## config.mk

```make
export PLATFORM = sky130hd
export DESIGN_NAME = cycle_dispatch30
export DESIGN_NICKNAME = d
export VERILOG_FILES = /design/src/rtl/cycle_dispatch30_pkg.sv /design/src/rtl/cycle_dispatch30.sv
export SDC_FILE = /design/constraint.sdc
export NUM_CORES = 2
export LEC_CHECK = 0
export ABC_CLOCK_PERIOD_IN_PS = 5000
export CAP_MARGIN = 20
export CORE_AREA = 8 8 577 579
export CTS_BUF_LIST = sky130_fd_sc_hd__clkbuf_16
export CTS_CLUSTER_SIZE = 14
export DETAILED_ROUTE_END_ITERATION = 12
export DIE_AREA = 0 0 585 587
export GPL_TIMING_DRIVEN = 0
export PLACE_DENSITY = 0.41
export SETUP_SLACK_MARGIN = 0.1
export SLEW_MARGIN = 40
export SYNTH_ARGS = -nofsm -noshare
export SYNTH_HDL_FRONTEND = slang
export SYNTH_SLANG_ARGS = --single-unit
```

## constraint.sdc

```tcl
create_clock -name clk -period 5 [get_ports clk]
set_clock_uncertainty 0.15 [all_clocks]
set_input_delay 1 -clock clk [delete_from_list [all_inputs] [get_ports clk]]
set_output_delay 1 -clock clk [all_outputs]
set_load 0.03 [all_outputs]
```

## src/rtl/cycle_dispatch30_pkg.sv

```systemverilog
// cycle_dispatch30_pkg: shared sizing and state encodings for the downlink dispatcher
package cycle_dispatch30_pkg;
    localparam int N_CH    = 30;
    localparam int USEDW_W = 13;
    localparam int DEPTH   = 8192;
    localparam int BURST   = 8;
    localparam int MARGIN  = 4;
    localparam int CH_W    = 5;
    localparam int BC_W    = 8;
    localparam int NEED    = 2 * BURST + MARGIN;
    typedef enum logic [1:0] {S_SEL = 2'd0, S_LO = 2'd1, S_HI = 2'd2} state_t;
endpackage

```

## src/rtl/cycle_dispatch30.sv

```systemverilog
// cycle_dispatch30: splits 64-bit downlink words into 32-bit beats, round-robin bursts per channel
import cycle_dispatch30_pkg::*;
module cycle_dispatch30 (
    input  logic                      clk,
    input  logic                      rst_n,
    input  logic                      dn_valid,
    input  logic [63:0]               dn_data,
    output logic                      dn_ready,
    input  logic [N_CH-1:0]           ch_en,
    input  logic [N_CH*USEDW_W-1:0]   ch_wrusedw,
    output logic [N_CH-1:0]           ch_wrreq,
    output logic [N_CH*32-1:0]        ch_data,
    output logic [4:0]                cur_ch,
    output logic                      burst_done
);
    state_t            state;
    logic [CH_W-1:0]   ptr;
    logic [BC_W-1:0]   beat_cnt;
    logic [31:0]       hi_buf;
    logic [USEDW_W:0]  room;
    logic              eligible;
    logic [CH_W-1:0]   ptr_nxt;
    assign room     = (USEDW_W+1)'(DEPTH) - {1'b0, ch_wrusedw[ptr*USEDW_W +: USEDW_W]};
    assign eligible = ch_en[ptr] && room >= (USEDW_W+1)'(NEED);
    assign ptr_nxt  = ptr == CH_W'(N_CH-1) ? '0 : ptr + 1'b1;
    assign dn_ready = state == S_LO;
    assign cur_ch   = ptr;
    // scan for an eligible channel, then alternate low/high beats for one burst
    always_ff @(posedge clk) begin
        if (!rst_n) begin
            state      <= S_SEL;
            ptr        <= '0;
            beat_cnt   <= '0;
            hi_buf     <= '0;
            ch_wrreq   <= '0;
            ch_data    <= '0;
            burst_done <= 1'b0;
        end else begin
            ch_wrreq   <= '0;
            burst_done <= 1'b0;
            case (state)
                S_SEL: begin
                    if (eligible) begin
                        state    <= S_LO;
                        beat_cnt <= '0;
                    end else begin
                        ptr <= ptr_nxt;
                    end
                end
                S_LO: begin
                    if (dn_valid) begin
                        ch_wrreq             <= N_CH'(1) << ptr;
                        ch_data[ptr*32 +: 32] <= dn_data[31:0];
                        hi_buf               <= dn_data[63:32];
                        state                <= S_HI;
                    end
                end
                S_HI: begin
                    ch_wrreq             <= N_CH'(1) << ptr;
                    ch_data[ptr*32 +: 32] <= hi_buf;
                    if (beat_cnt == BC_W'(BURST-1)) begin
                        burst_done <= 1'b1;
                        ptr        <= ptr_nxt;
                        state      <= S_SEL;
                    end else begin
                        beat_cnt <= beat_cnt + 1'b1;
                        state    <= S_LO;
                    end
                end
                default: state <= S_SEL;
            endcase
        end
    end
endmodule
```

==> results <==
- Along the worst path, the maximum fanout reaches 11.
- The total iterations of the first detailed-routing run is 8.
- Across all register-to-register paths, the minimum setup slack is 80 ps.
- The clock net in this run drives a total of 1,038 sinks.
- The max-slew violation count is 0.
- For this run, the number of Yosys warnings is 0.
- The length in cells of the worst reg-to-reg path is 12.
- Setup repair after global routing could not meet its margin everywhere.
- The deepest level of the CTS H-tree is 4.
- Counting flops with a built-in enable in the synthesized netlist gives 0.
- After detailed routing, the total wire length is 464 mm.
- In the final design database the tool counted 7,820 nets.
- The overall global routing resource usage is 25.6%.
- For this run the aggregate overflow at the end of global routing stands at 0.
- Setup violations remaining at the end of the flow were counted as 0.
- The critical register-to-register path endpoint is ch_data[10].
- Data on the critical path is required at its endpoint by 5500 ps.
- The tool flagged a number of max-cap violations equal to 0.
- The final number of hold-violating endpoints came to 0.
- The first global-routing pass estimated ~570 mm of wire.
- The flow ran to the end, and the final reports show no timing, DRC or antenna violations.
- The synthesized netlist cell count is 5,568.
- The number of placement rows is 209.
- The transition time at the pin with the least slew margin is 1000 ps.
- The number of I/O port buffers is roughly 1,500.
- The number of buffers inserted for hold repair after clock tree synthesis is 0.
- In this run the mean area of a mapped cell was around 7.7 µm².
- The synthesized netlist net count is 6,069.
- The area of all placed cells without fillers is 71,400 µm².
- The delay of the slowest cell on the worst path is 840 ps.
- The clock insertion delay at the later pin of the skew report is 840 ps.
- The capturing instance or port of the critical path is ch_data[10].
- The commonest non-fill, non-tap cell in the layout is clkdlybuf4s50_1.
- The deepest clock path buffer count is 4.
- Entering global routing, the biggest net connects 13 pins.
- In this run the worst hold path is classified as flip-flop to flip-flop.
- CTS placed an instance of clkbuf_16 at the clock tree root.
- In the layout the commonest cells are clkdlybuf4s50_1 (1,472), nand2_1 (1,164), dfxtp_1 (1,037), a21oi_1 (953), nor2_1 (740).
- The post-route antenna net violation count is 0.
- The per-cell routed wire length is 39.3 µm.
- The worst path uses 98.4% of the clock period.
- The cell occurring most often along the worst timing path is clkbuf_8.
- The TritonCTS buffer count is 140.
- The smallest hold slack is 302 ps.
- The TritonCTS clock tree is built.
- STA classifies the critical path startpoint as a flip-flop.
- After detailed routing, the number of vias per cell comes to 4.45.
- The critical path starts at cur_ch[0].
- Based on the critical path, the design can be clocked at up to 203 MHz.
- The flip-flop and latch count after synthesis is 1,038.
- The share of async-settable or async-resettable flops after synthesis is 0%.
- Subtracting the final worst setup slack from the clock period gives between 4000 and 5000 ps.
- For this run, design rule violations remaining after detail routing come to 0.
- The die covers 343,000 µm².
- The synthesis-to-layout area growth is 66.9%.
- The routability-driven placement congestion ratio is approximately 0.95.
- The total of fill cells in the finished design is 36,000.
- The type of the worst setup path is flip-flop to flip-flop.
- The half-perimeter wire length after detailed placement is between 300 and 400 mm.
- For this block, the initial DRC count from the detailed router was 5,248.
- The mapped netlist covers 42,800 µm².
- Power spread over the standard cell area amounts to 410 nW/µm².
- The share of the core filled with cells is about 22%.
- In this run the critical register-to-register path is launched from cur_ch[0].
- The count of vias placed by the detailed router is 52,600.
- The main flop type after synthesis is dfxtp_1.
- The core region is 323,000 µm².
- The type of destination of the critical path is a flip-flop.
- The post-CTS clock slew at the launch and capture registers of the worst setup and hold paths is 60 ps.
- The via count of the first global-routing pass came to 50,500.
- The slowest cell on the critical path is nor4_2.
- The horizontal die dimension is 585 µm.
- For this design the static power due to leakage is 0.0231 µW.
- The effective utilization at floorplan is 13.2%.
- The worst-case IR drop observed on VDD is 0.342 mV.
- The initial antenna violation count is 154.
- The top-level port count is 1,484.
- The y dimension of the die is 587 µm.
- The signal arrival time at the worst endpoint is 5420 ps.
- Measured against its own limit, the worst slew margin works out to between 30% and 40%.
- The total placed instance area is 65,400 µm².
- The signal on the critical path passes through buf_6, buf_12, clkinv_4, clkbuf_8, clkbuf_8, ha_2, clkbuf_2, nor4_2, nand3_1, nor2_4, clkbuf_1, a211oi_1.
- The distinct cell type count after synthesis is 85.
- The fraction of the yosys area taken by sequential cells is 48.6%.
- Of the cells placed in the final design, the portion with a size suffix greater than 1 is 12.2%.
cells by family after synthesis:
family                   Yosys count  synth area share, %
AO/OA/AOI/OAI                   1311                 17.6
XOR/XNOR                           2               0.0585
adder cells (fa/ha/maj)           14                0.410
buffers and inverters            481                 4.83
flip-flops                      1038                 48.6
multiplexers                      70                 2.56
AND/OR/NAND/NOR                 2652                 26.0
routing by layer:
metal / share of wire, % / track usage, % / wire (µm)
met2: 42 / 38.7 / 194000
met5: 0.050 / 0 / 234
met4: 5.4 / 11.1 / 25200
met1: 42 / 32.4 / 195000
met3: 11 / 9.70 / 48900
power by group:
| part | switching, µW | internal [µW] |
|---|---|---|
| Clock | 4350 | 5660 |
| Sequential | 143 | 8360 |
| Combinational | 8160 | 2590 |
| Total | 12700 | 16600 |
cell type report:
class / instances / area [µm²] / area share, %
Tap cell: 4325 / 5410 / 7.58
Antenna cell: 66 / 165 / 0.231
Inverter: 13 / 53.8 / 0.0754
Timing Repair Buffer: 1609 / 16800 / 23.5
Multi-Input combinational cell: 4049 / 21400 / 29.9
Clock inverter: 106 / 896 / 1.26
Sequential cell: 1038 / 20800 / 29.1
Buffer: 468 / 2430 / 3.40
Clock buffer: 140 / 3500 / 4.91
cells in the mapped netlist, types with 8 or more instances:
| master | n | share of area [%] |
|---|---|---|
| nor2b_1 | 27 | 0.39 |
| dfxtp_1 | 1038 | 49 |
| a21oi_1 | 969 | 11 |
| buf_1 | 26 | 0.23 |
| mux2i_1 | 36 | 0.84 |
| and2_1 | 22 | 0.32 |
| or3_1 | 16 | 0.23 |
| nand3_1 | 153 | 1.8 |
| nand2b_1 | 19 | 0.28 |
| nand2_1 | 1193 | 10 |
| buf_6 | 9 | 0.24 |
| ha_1 | 14 | 0.41 |
| mux4_2 | 22 | 1.2 |
| buf_2 | 74 | 0.87 |
| clkbuf_1 | 340 | 3.0 |
| buf_4 | 11 | 0.19 |
| a32oi_1 | 23 | 0.47 |
| a31oi_1 | 13 | 0.19 |
| nor2_1 | 841 | 7.4 |
| nand4_1 | 32 | 0.47 |
| a22o_1 | 21 | 0.43 |
| inv_1 | 11 | 0.097 |
| and3_1 | 39 | 0.57 |
| nand3b_1 | 8 | 0.14 |
| nor4_1 | 37 | 0.54 |
| a22oi_1 | 92 | 1.6 |
| o211ai_1 | 17 | 0.30 |
| nor3b_1 | 10 | 0.18 |
| o21ai_0 | 27 | 0.32 |
| a211oi_1 | 80 | 1.4 |
| nor3_1 | 223 | 2.6 |
worst max-delay path, delay by kind of cell, from the launching register on:
family / cells / cell delay, ps
compound gates: 1 / 150
flops: 1 / 410
simple gates: 3 / 1580
fa+ha+maj: 1 / 400
buf+inv: 7 / 1970
state kept, by name, indices dropped and copies added (netlist names):
register,count
state,2
burst_done,1
hi_buf,32
beat_cnt,8
ch_wrreq,30
cur_ch,5
ch_data,960
per-stage QoR:
stage               setup TNS (ps)  total power, µW  setup slack [ps]  std cells
finish                           0            29300              81.5      11800
global route                     0            29800              44.8      11800
CTS                              0            29200               107      11700
detailed placement        -1593830            18600             -2690      11500
global placement          -2743360            17600             -4480      11400
floorplan                        0            11900              1020       5568
repair_timing:
action / 4_1_cts / 5_1_grt
resized for setup: 243 / 56
pin swaps: 21 / 8
endpoints found under the setup margin: 962 / 429
setup buffers: 35 / 12
how the worst min path moves through the flow:
stage | from | endpoint | slack [ps] | cells past startpoint
finish | ch_data[504] | ch_data[504] | 300 | 2
global route | ch_data[511] | ch_data[511] | 320 | 2
CTS | ch_data[680] | ch_data[680] | 300 | 2
detailed placement | ch_data[511] | ch_data[511] | 300 | 2
global placement | ch_data[440] | ch_data[440] | 290 | 2
floorplan | hi_buf[24] | hi_buf[24] | 290 | 2
(Power assumes the default switching activity.)
